`src/rtl/proj_pkg.sv`:
```
// Shared sizing constants and types for the hasher -> sorter -> extender path.
package proj_pkg;

  localparam int unsigned HASHER_EXTENDER_INDICES_COUNT = 4;
  localparam int unsigned HASHER_SORTER_SIGNATURE       = 32;
  localparam int unsigned SORTER_INDICE_LEN             = 8;
  localparam int unsigned HASHER_EXTENDER_INDICE_LEN    = 9;

  localparam int unsigned SORTER_TOPK = HASHER_EXTENDER_INDICES_COUNT;
  localparam int unsigned SORTER_CNT_W = $clog2(SORTER_TOPK + 1);

  // Beat from the hasher: signature in the upper bits, fragment position below.
  typedef struct packed {
    logic [HASHER_SORTER_SIGNATURE-1:0] sig;
    logic [SORTER_INDICE_LEN-1:0]       idx;
  } signature_index_pack;

  typedef struct packed {
    logic                vld;
    signature_index_pack pack;
  } sorter_slot_t;

  typedef struct packed {
    logic [SORTER_CNT_W-1:0]                                    count;
    logic [SORTER_TOPK-1:0][HASHER_EXTENDER_INDICE_LEN-1:0]     indices;
  } sorter_out_pack;

  typedef enum logic {
    ST_COLLECT = 1'b0,
    ST_EMIT    = 1'b1
  } sorter_state_t;

endpackage

```
`src/rtl/minhash_sorter_slot.sv`:
```
// One entry of the sorted top-K list. It reports whether it stays put for an
// incoming signature (valid and sig <= incoming) and, on an insert, either
// holds, takes the entry of the slot below it, or takes the new beat.
module minhash_sorter_slot #(
  parameter int unsigned SIG_W = 32,
  parameter int unsigned IDX_W = 8
) (
  input  logic             clk,
  input  logic             rst_n,
  input  logic             ins,
  input  logic             clr,
  input  logic [SIG_W-1:0] in_sig,
  input  logic [IDX_W-1:0] in_idx,
  input  logic             nb_vld,
  input  logic [SIG_W-1:0] nb_sig,
  input  logic [IDX_W-1:0] nb_idx,
  input  logic             nb_le,
  output logic             vld,
  output logic [SIG_W-1:0] sig,
  output logic [IDX_W-1:0] idx,
  output logic             le
);

  // Stay-put flag; using <= keeps equal signatures in arrival order.
  always_comb begin
    le = vld && (sig <= in_sig);
  end

  // Hold / shift-up / load-new selection on an accepted beat.
  // The first slot that does not stay put while its lower neighbour does is the
  // insertion point; everything above it shifts up by one.
  always_ff @(posedge clk or negedge rst_n) begin
    if (!rst_n) begin
      vld <= 1'b0;
      sig <= '0;
      idx <= '0;
    end else if (clr) begin
      vld <= 1'b0;
    end else if (ins && !le) begin
      if (nb_le) begin
        vld <= 1'b1;
        sig <= in_sig;
        idx <= in_idx;
      end else begin
        vld <= nb_vld;
        sig <= nb_sig;
        idx <= nb_idx;
      end
    end
  end

endmodule

```
`src/rtl/minhash_topk_sorter.sv`:
```
// Sorter stage between hasher and extender: keeps the K smallest signatures of
// a fragment in ascending order and hands their indices over as one bundle.
module minhash_topk_sorter
  import proj_pkg::*;
#(
  parameter int unsigned K         = proj_pkg::HASHER_EXTENDER_INDICES_COUNT,
  parameter int unsigned SIG_W     = proj_pkg::HASHER_SORTER_SIGNATURE,
  parameter int unsigned IDX_W     = proj_pkg::SORTER_INDICE_LEN,
  parameter int unsigned OUT_IDX_W = proj_pkg::HASHER_EXTENDER_INDICE_LEN
) (
  input  logic                       clk,
  input  logic                       rst_n,
  input  logic                       in_valid,
  output logic                       in_ready,
  input  logic [SIG_W+IDX_W-1:0]     in_data,
  input  logic                       in_last,
  output logic                       out_valid,
  input  logic                       out_ready,
  output logic [K*OUT_IDX_W-1:0]     out_indices,
  output logic [$clog2(K+1)-1:0]     out_count
);

  localparam int unsigned CNT_W = $clog2(K + 1);

  sorter_state_t    state;
  sorter_state_t    state_nxt;
  logic             rdy;
  logic             accept;
  logic             release_bundle;
  logic [SIG_W-1:0] in_sig;
  logic [IDX_W-1:0] in_idx;

  logic             slot_vld [K];
  logic [SIG_W-1:0] slot_sig [K];
  logic [IDX_W-1:0] slot_idx [K];
  logic             slot_le  [K];
  logic             nb_vld   [K];
  logic [SIG_W-1:0] nb_sig   [K];
  logic [IDX_W-1:0] nb_idx   [K];
  logic             nb_le    [K];

  assign in_sig         = in_data[IDX_W +: SIG_W];
  assign in_idx         = in_data[IDX_W-1:0];
  assign in_ready       = rdy;
  assign out_valid      = (state == ST_EMIT);
  assign accept         = in_valid && rdy && (state == ST_COLLECT);
  assign release_bundle = (state == ST_EMIT) && out_ready;

  // Neighbour wiring: slot 0 sees a virtual always-stay neighbour so it loads
  // the new beat whenever it does not stay put itself.
  always_comb begin
    nb_vld[0] = 1'b0;
    nb_sig[0] = '0;
    nb_idx[0] = '0;
    nb_le[0]  = 1'b1;
    for (int unsigned i = 1; i < K; i++) begin
      nb_vld[i] = slot_vld[i-1];
      nb_sig[i] = slot_sig[i-1];
      nb_idx[i] = slot_idx[i-1];
      nb_le[i]  = slot_le[i-1];
    end
  end

  for (genvar g = 0; g < K; g++) begin : g_slot
    minhash_sorter_slot #(
      .SIG_W (SIG_W),
      .IDX_W (IDX_W)
    ) u_slot (
      .clk    (clk),
      .rst_n  (rst_n),
      .ins    (accept),
      .clr    (release_bundle),
      .in_sig (in_sig),
      .in_idx (in_idx),
      .nb_vld (nb_vld[g]),
      .nb_sig (nb_sig[g]),
      .nb_idx (nb_idx[g]),
      .nb_le  (nb_le[g]),
      .vld    (slot_vld[g]),
      .sig    (slot_sig[g]),
      .idx    (slot_idx[g]),
      .le     (slot_le[g])
    );
  end

  // Two-state flow: collect until the last beat, then emit until taken.
  always_comb begin
    state_nxt = state;
    case (state)
      ST_COLLECT: if (accept && in_last) state_nxt = ST_EMIT;
      ST_EMIT:    if (out_ready)         state_nxt = ST_COLLECT;
      default:                           state_nxt = ST_COLLECT;
    endcase
  end

  // State and a registered ready, so ready only rises after reset release and
  // one cycle after a bundle is taken.
  always_ff @(posedge clk or negedge rst_n) begin
    if (!rst_n) begin
      state <= ST_COLLECT;
      rdy   <= 1'b0;
    end else begin
      state <= state_nxt;
      rdy   <= (state_nxt == ST_COLLECT);
    end
  end

  // Bundle view: zero-extended indices of valid slots, invalid slots as 0.
  always_comb begin
    out_indices = '0;
    out_count   = '0;
    if (state == ST_EMIT) begin
      for (int unsigned i = 0; i < K; i++) begin
        if (slot_vld[i]) begin
          out_indices[i*OUT_IDX_W +: OUT_IDX_W] = OUT_IDX_W'(slot_idx[i]);
          out_count = out_count + CNT_W'(1);
        end
      end
    end
  end

endmodule

```
`config.mk`:
```
export PLATFORM = sky130hd
export DESIGN_NAME = minhash_topk_sorter
export DESIGN_NICKNAME = d
export VERILOG_FILES = /design/src/rtl/proj_pkg.sv /design/src/rtl/minhash_sorter_slot.sv /design/src/rtl/minhash_topk_sorter.sv
export SDC_FILE = /design/constraint.sdc
export NUM_CORES = 1
export LEC_CHECK = 0
export BUFFER_PORTS_ARGS = -buffer_cell sky130_fd_sc_hd__buf_2
export CAP_MARGIN = 20
export CORE_ASPECT_RATIO = 1.4
export CORE_MARGIN = 3
export CORE_UTILIZATION = 40
export CTS_CLUSTER_DIAMETER = 120
export CTS_CLUSTER_SIZE = 8
export DETAILED_ROUTE_END_ITERATION = 10
export PLACE_DENSITY_LB_ADDON = 0.15
export SYNTH_ARGS = -nofsm -noshare
export SYNTH_HDL_FRONTEND = slang
export SYNTH_SLANG_ARGS = --single-unit
```
`constraint.sdc`:
```
create_clock -name clk -period 3.9 [get_ports clk]
set_input_delay 0.195 -clock clk [delete_from_list [all_inputs] [get_ports clk]]
set_output_delay 0.195 -clock clk [all_outputs]
set_load 0.005 [all_outputs]
```
# == Yosys cells after proc, flatten, opt, wreduce, memory -nomap -nowiden ==
# Index checks and enable logic that the tools add are counted.
# op_classes
add_sub_neg,3
magnitude_cmp,4
muxes,33
bitwise_logic,3
reduce_logical,24
# ops
operator,count
$le 32x32->1,4
$mux 32,3
$mux 8,7
$mux 36,1
$mux 3,7
$mux 1,14
$logic_and 1x1->1,12
$add 3x1->3 const B,3
$reduce_and 2->1,4
$reduce_bool 2->1,4
$logic_not 1->1,4
$not 1->1,3
$pmux 1 s2,1
# word_totals
reg_bits,166
out_inout_bits,41
wordCells,81

# == Depth between registers and ports, before layout ==
# logic_depth
depth_word,11
depth_mapped,12
depth_no_buf,9

# == Modules after synthesis ==
# Synthesis repeated with hierarchy kept, for this count alone.
# hier_totals
cells_unflattened,1070
hier_area_um2,12623.4
# modules_own_cells
mod,n_inst,cells_per_inst,area_per_inst_um2
minhash_sorter_slot,4,250,3031.7
minhash_topk_sorter,1,70,496.7

# == Worst setup path after synthesis ==
# OpenSTA, ideal clock, no wires.
# synth_path
path_kind,register to register
startpoint,reg g_slot[2].u_slot.sig[29]
endpoint,reg g_slot[3].u_slot.sig[10]
setup_ps,125
t_arrival_ps,2804
setup_slack_ps,971
stages_incl_launch_ff,11
n_path_buf,2
path_cell_list,dfrtp_1 -> ha_1 -> nand4_2 -> or4_4 -> nor4_2 -> or2_1 -> o221a_1 -> buf_6 -> buf_8 -> mux2_4 -> mux2_4
# synth_via
elab_chain_len,3
# synth_rtl
item,line_no,source
from (decl),minhash_sorter_slot.sv:19,"output logic [SIG_W-1:0] sig,"
from (signal assigned),minhash_sorter_slot.sv:42,sig <= in_sig;
from (signal assigned),minhash_sorter_slot.sv:46,sig <= nb_sig;
$le 32x32->1,minhash_sorter_slot.sv:26,le = vld && (sig <= in_sig);
$logic_and 1x1->1,minhash_sorter_slot.sv:26,
$mux 32,minhash_sorter_slot.sv:40,if (nb_le) begin
to (signal assigned),minhash_sorter_slot.sv:42,
to (signal assigned),minhash_sorter_slot.sv:46,
to (decl),minhash_sorter_slot.sv:19,
# No other way between the ends.
# A chain may end at the register's enable or synchronous reset.

# == Final worst setup path ==
# layout_path
startpoint,reg g_slot[2].u_slot.sig[29]
endpoint,reg g_slot[3].u_slot.sig[21]
# Same word-level chain as after synthesis.

==> key figures <==
Status
  • Status: completed

Logic synthesis
  • Synth Register Bits: between 150 and 200
  • Count leader, synth: dfrtp_1
  • Number of synthesized flops with an enable pin: 0
  • Share of the synthesized area in the top cell type: a little over a third
  • Syn avg cell area: 10.4 µm²
  • Async S/R FF share, synth: 100%
  • Cell Area, Synth: 11,400 µm²
  • Yosys warns: 0
  • Seq/Total Area, Yosys: between 30 and 40%
  • Synthesized instance count: ~1,100
  • Synth area leaders: dfrtp_1 (36%), ha_1 (14%), mux2_4 (9.2%)
  • Yosys top cell by area: dfrtp_1
  • Synth Flop Type: dfrtp_1
  • Most frequent cells after synthesis: dfrtp_1 (166), ha_1 (131), o21ai_0 (92), a31oi_1 (80), mux2_4 (70)
  • Count of cell types in the netlist: 58

Drt
  • Iteration-0 DRC Markers: around 570
  • WL per Instance: about 23 µm
  • Initial DRT Pass Iterations: 7
  • Vias per cell: a little over 6
  • Final WL: approximately 36 mm
  • ANT nets after route: 0
  • Routed via count: about 9,300
  • Post-route DRC: 0

Worst setup path
  • Worst setup SP type: register
  • CP max FO: 28
  • CP Class: reg -> reg
  • Setup slack, reg-to-reg: 0.42 ns
  • Crit path from: g_slot[2].u_slot.sig[29]
  • Worst R2R End: g_slot[3].u_slot.sig[21]
  • Worst EP required: 4.22 ns
  • CP endpoint: g_slot[3].u_slot.sig[21]
  • Element type at the critical path end: register
  • Worst flop-to-flop path startpoint: g_slot[2].u_slot.sig[29]
  • R2R cell count: 9
  • Worst EP arrival: around 3.8 ns

Timing
  • Period utilisation layout: just under 90%
  • FMAX: approximately 290 MHz
  • Setup ws final: around 0.42 ns
  • Setup tns final: 0 ns
  • Worst slew pin tran: roughly 1.1 ns
  • Min Tclk post-route: 3.48 ns
  • Hold slack: 0.0242 ns
  • Final-report max-slew violation count: 0
  • Max_slew headroom: around 28%
  • Clock skew: 0.0163 ns
  • Final setup fails: 0
  • Final Hold Violating Endpoints: 0
  • RSZ-0062 raised after global routing: no

Final layout
  • Area growth syn-to-layout: 12.8%
  • Sequential Area: 4150 µm²
  • Fill cells: between 2,000 and 3,000
  • Post-route cell area: about 13,000 µm²
  • Multi-input gate area: roughly 6700 µm²
  • # nets final: between 1,000 and 1,500
  • Ratio of cells with drive above 1 in the final layout: between 20% and 30%

Job
  • Maxcap violations: 0

Global routing
  • First-pass GRT wire length: between 50 and 60 mm
  • Number of global-route vias before repair: roughly 9,800
  • Largest net degree at the start of global routing: 89
  • Antenna violations before repair: 0
  • GRT overflow: 0
  • GRT Total Usage: around a quarter

Place
  • Post-place instance area: about 12,000 µm²
  • Final Wtd Congestion: a little over 0.9
  • Port Buffer Count: 81
  • DP HPWL: around 24 mm
  • Pre-CTS setup slack: between 0.4 and 0.5 ns

Pwr
  • Cell Pwr Density: around 830 nW/µm²
  • Maximum VDD drop: around 0.47 mV
  • Total Power: 10.7 mW
  • Leakage: between 5 and 6 nW

Clocking
  • Cts bufs inserted: 17
  • Clk root buf: clkbuf_16
  • CTS Sinks: ~170
  • Worst-Skew Late Latency: between 0.4 and 0.5 ns
  • H-tree depth: 4
  • Post_cts resized: 0
  • CTS tree: built
  • Clk buf depth: 2
  • Clk slew on worst S/H paths: roughly 0.070 ns

Floorplan
  • DIE HEIGHT: slightly above 200 µm
  • Rows: 72
  • Starting Density: roughly 40%
  • IO Pins: 86
  • Chip width: 149 µm
  • Die footprint: roughly 30,000 µm²
  • Core area: 27,800 µm²

Worst hold path
  • Worst min path class: in -> reg
power by group:
group          switching, mW  leakage [nW]  internal (mW)
Sequential             0.805          1.88           2.59
Clock                  0.745         0.295          0.999
Combinational           2.91          3.63           2.61
Total                   4.46          5.80           6.21
cell families after synthesis:
group | after synthesis | share of synthesized area [%]
AOI/OAI and AO/OA | 349 | 20.0
and+or+nand+nor | 187 | 9.04
DFF | 166 | 36.4
buffers and inverters | 133 | 5.34
adders and majority gates | 131 | 14.4
muxes | 124 | 14.6
xor gates and xnor gates | 3 | 0.230
other | 1 | 0.0329
cell usage in the layout (no fill, tap or decap), types with 32 or more instances in the layout:
master | synthesis | layout
o21ai_0 | 92 | 92
ha_1 | 131 | 131
a31oi_1 | 80 | 80
inv_1 | 46 | 46
nand2_1 | 33 | 32
a21oi_1 | 53 | 53
dfrtp_1 | 166 | 166
mux2_2 | 47 | 47
mux2_4 | 70 | 70
and3_1 | 33 | 32
nand3_1 | 52 | 51
a311oi_1 | 41 | 40
buf_2 | 10 | 80
a2bb2oi_1 | 40 | 40
layer usage:
metal / vias up / track usage, % / wire length, µm
met1: 4643 / 30.6 / 14800
met3: 60 / 3.37 / 1530
met4: 0 / 8.60 / 846
met5: - / 0 / 0
met2: 288 / 41.5 / 18500
li1: 4314 / - / -
sequential cells by signal, indices dropped and copies added (netlist names):
name,flops
g_slot.u_slot.idx,32
out_valid,1
g_slot.u_slot.vld,4
in_ready,1
g_slot.u_slot.sig,128
critical path, stage by stage, from the launching register on:
cell and delay, ns:
dfrtp_1 0.41, ha_1 0.34, nand4_2 0.18, or4_4 0.61, nor4_2 0.38, or2_1 0.19, o221a_4 0.22, buf_4 0.40
mux2_4 0.35, mux2_4 0.25
worst min path at each step:
stage | startpoint | to | slack [ns] | cells after the start
after floorplan | rst_n | g_slot[0].u_slot.idx[0] | -0.10 | 0
after global placement | rst_n | g_slot[1].u_slot.sig[22] | 0.35 | 1
after detailed placement | rst_n | g_slot[1].u_slot.sig[22] | 0.34 | 1
after CTS | in_data[0] | g_slot[0].u_slot.idx[0] | 0.008 | 2
after global routing | in_data[1] | g_slot[0].u_slot.idx[1] | 0.02 | 2
final | out_ready | out_valid | 0.02 | 2
stage by stage:
stage	utilization, %	std cells
final	46.2	1531
after global routing	46.2	1530
after CTS	46.1	1529
after detailed placement	43.9	1495
after global placement	43.9	1495
after floorplan	-	1097
timing repair:
action,CTS,global route
endpoints found under the hold margin,86,0
hold buffers,2,0
setup buffers,0,0
endpoints found under the setup margin,0,0
layout make-up:
cell class	count	area share [%]
inverter	46	1.34
sequential	166	32.3
tap	370	3.60
antenna	1	0.0194
multi-input combinational	798	52.2
clock inverter	10	0.923
clock buffer	22	3.68
timing repair buffer	118	5.94
Power figures use the tool's default switching activity.
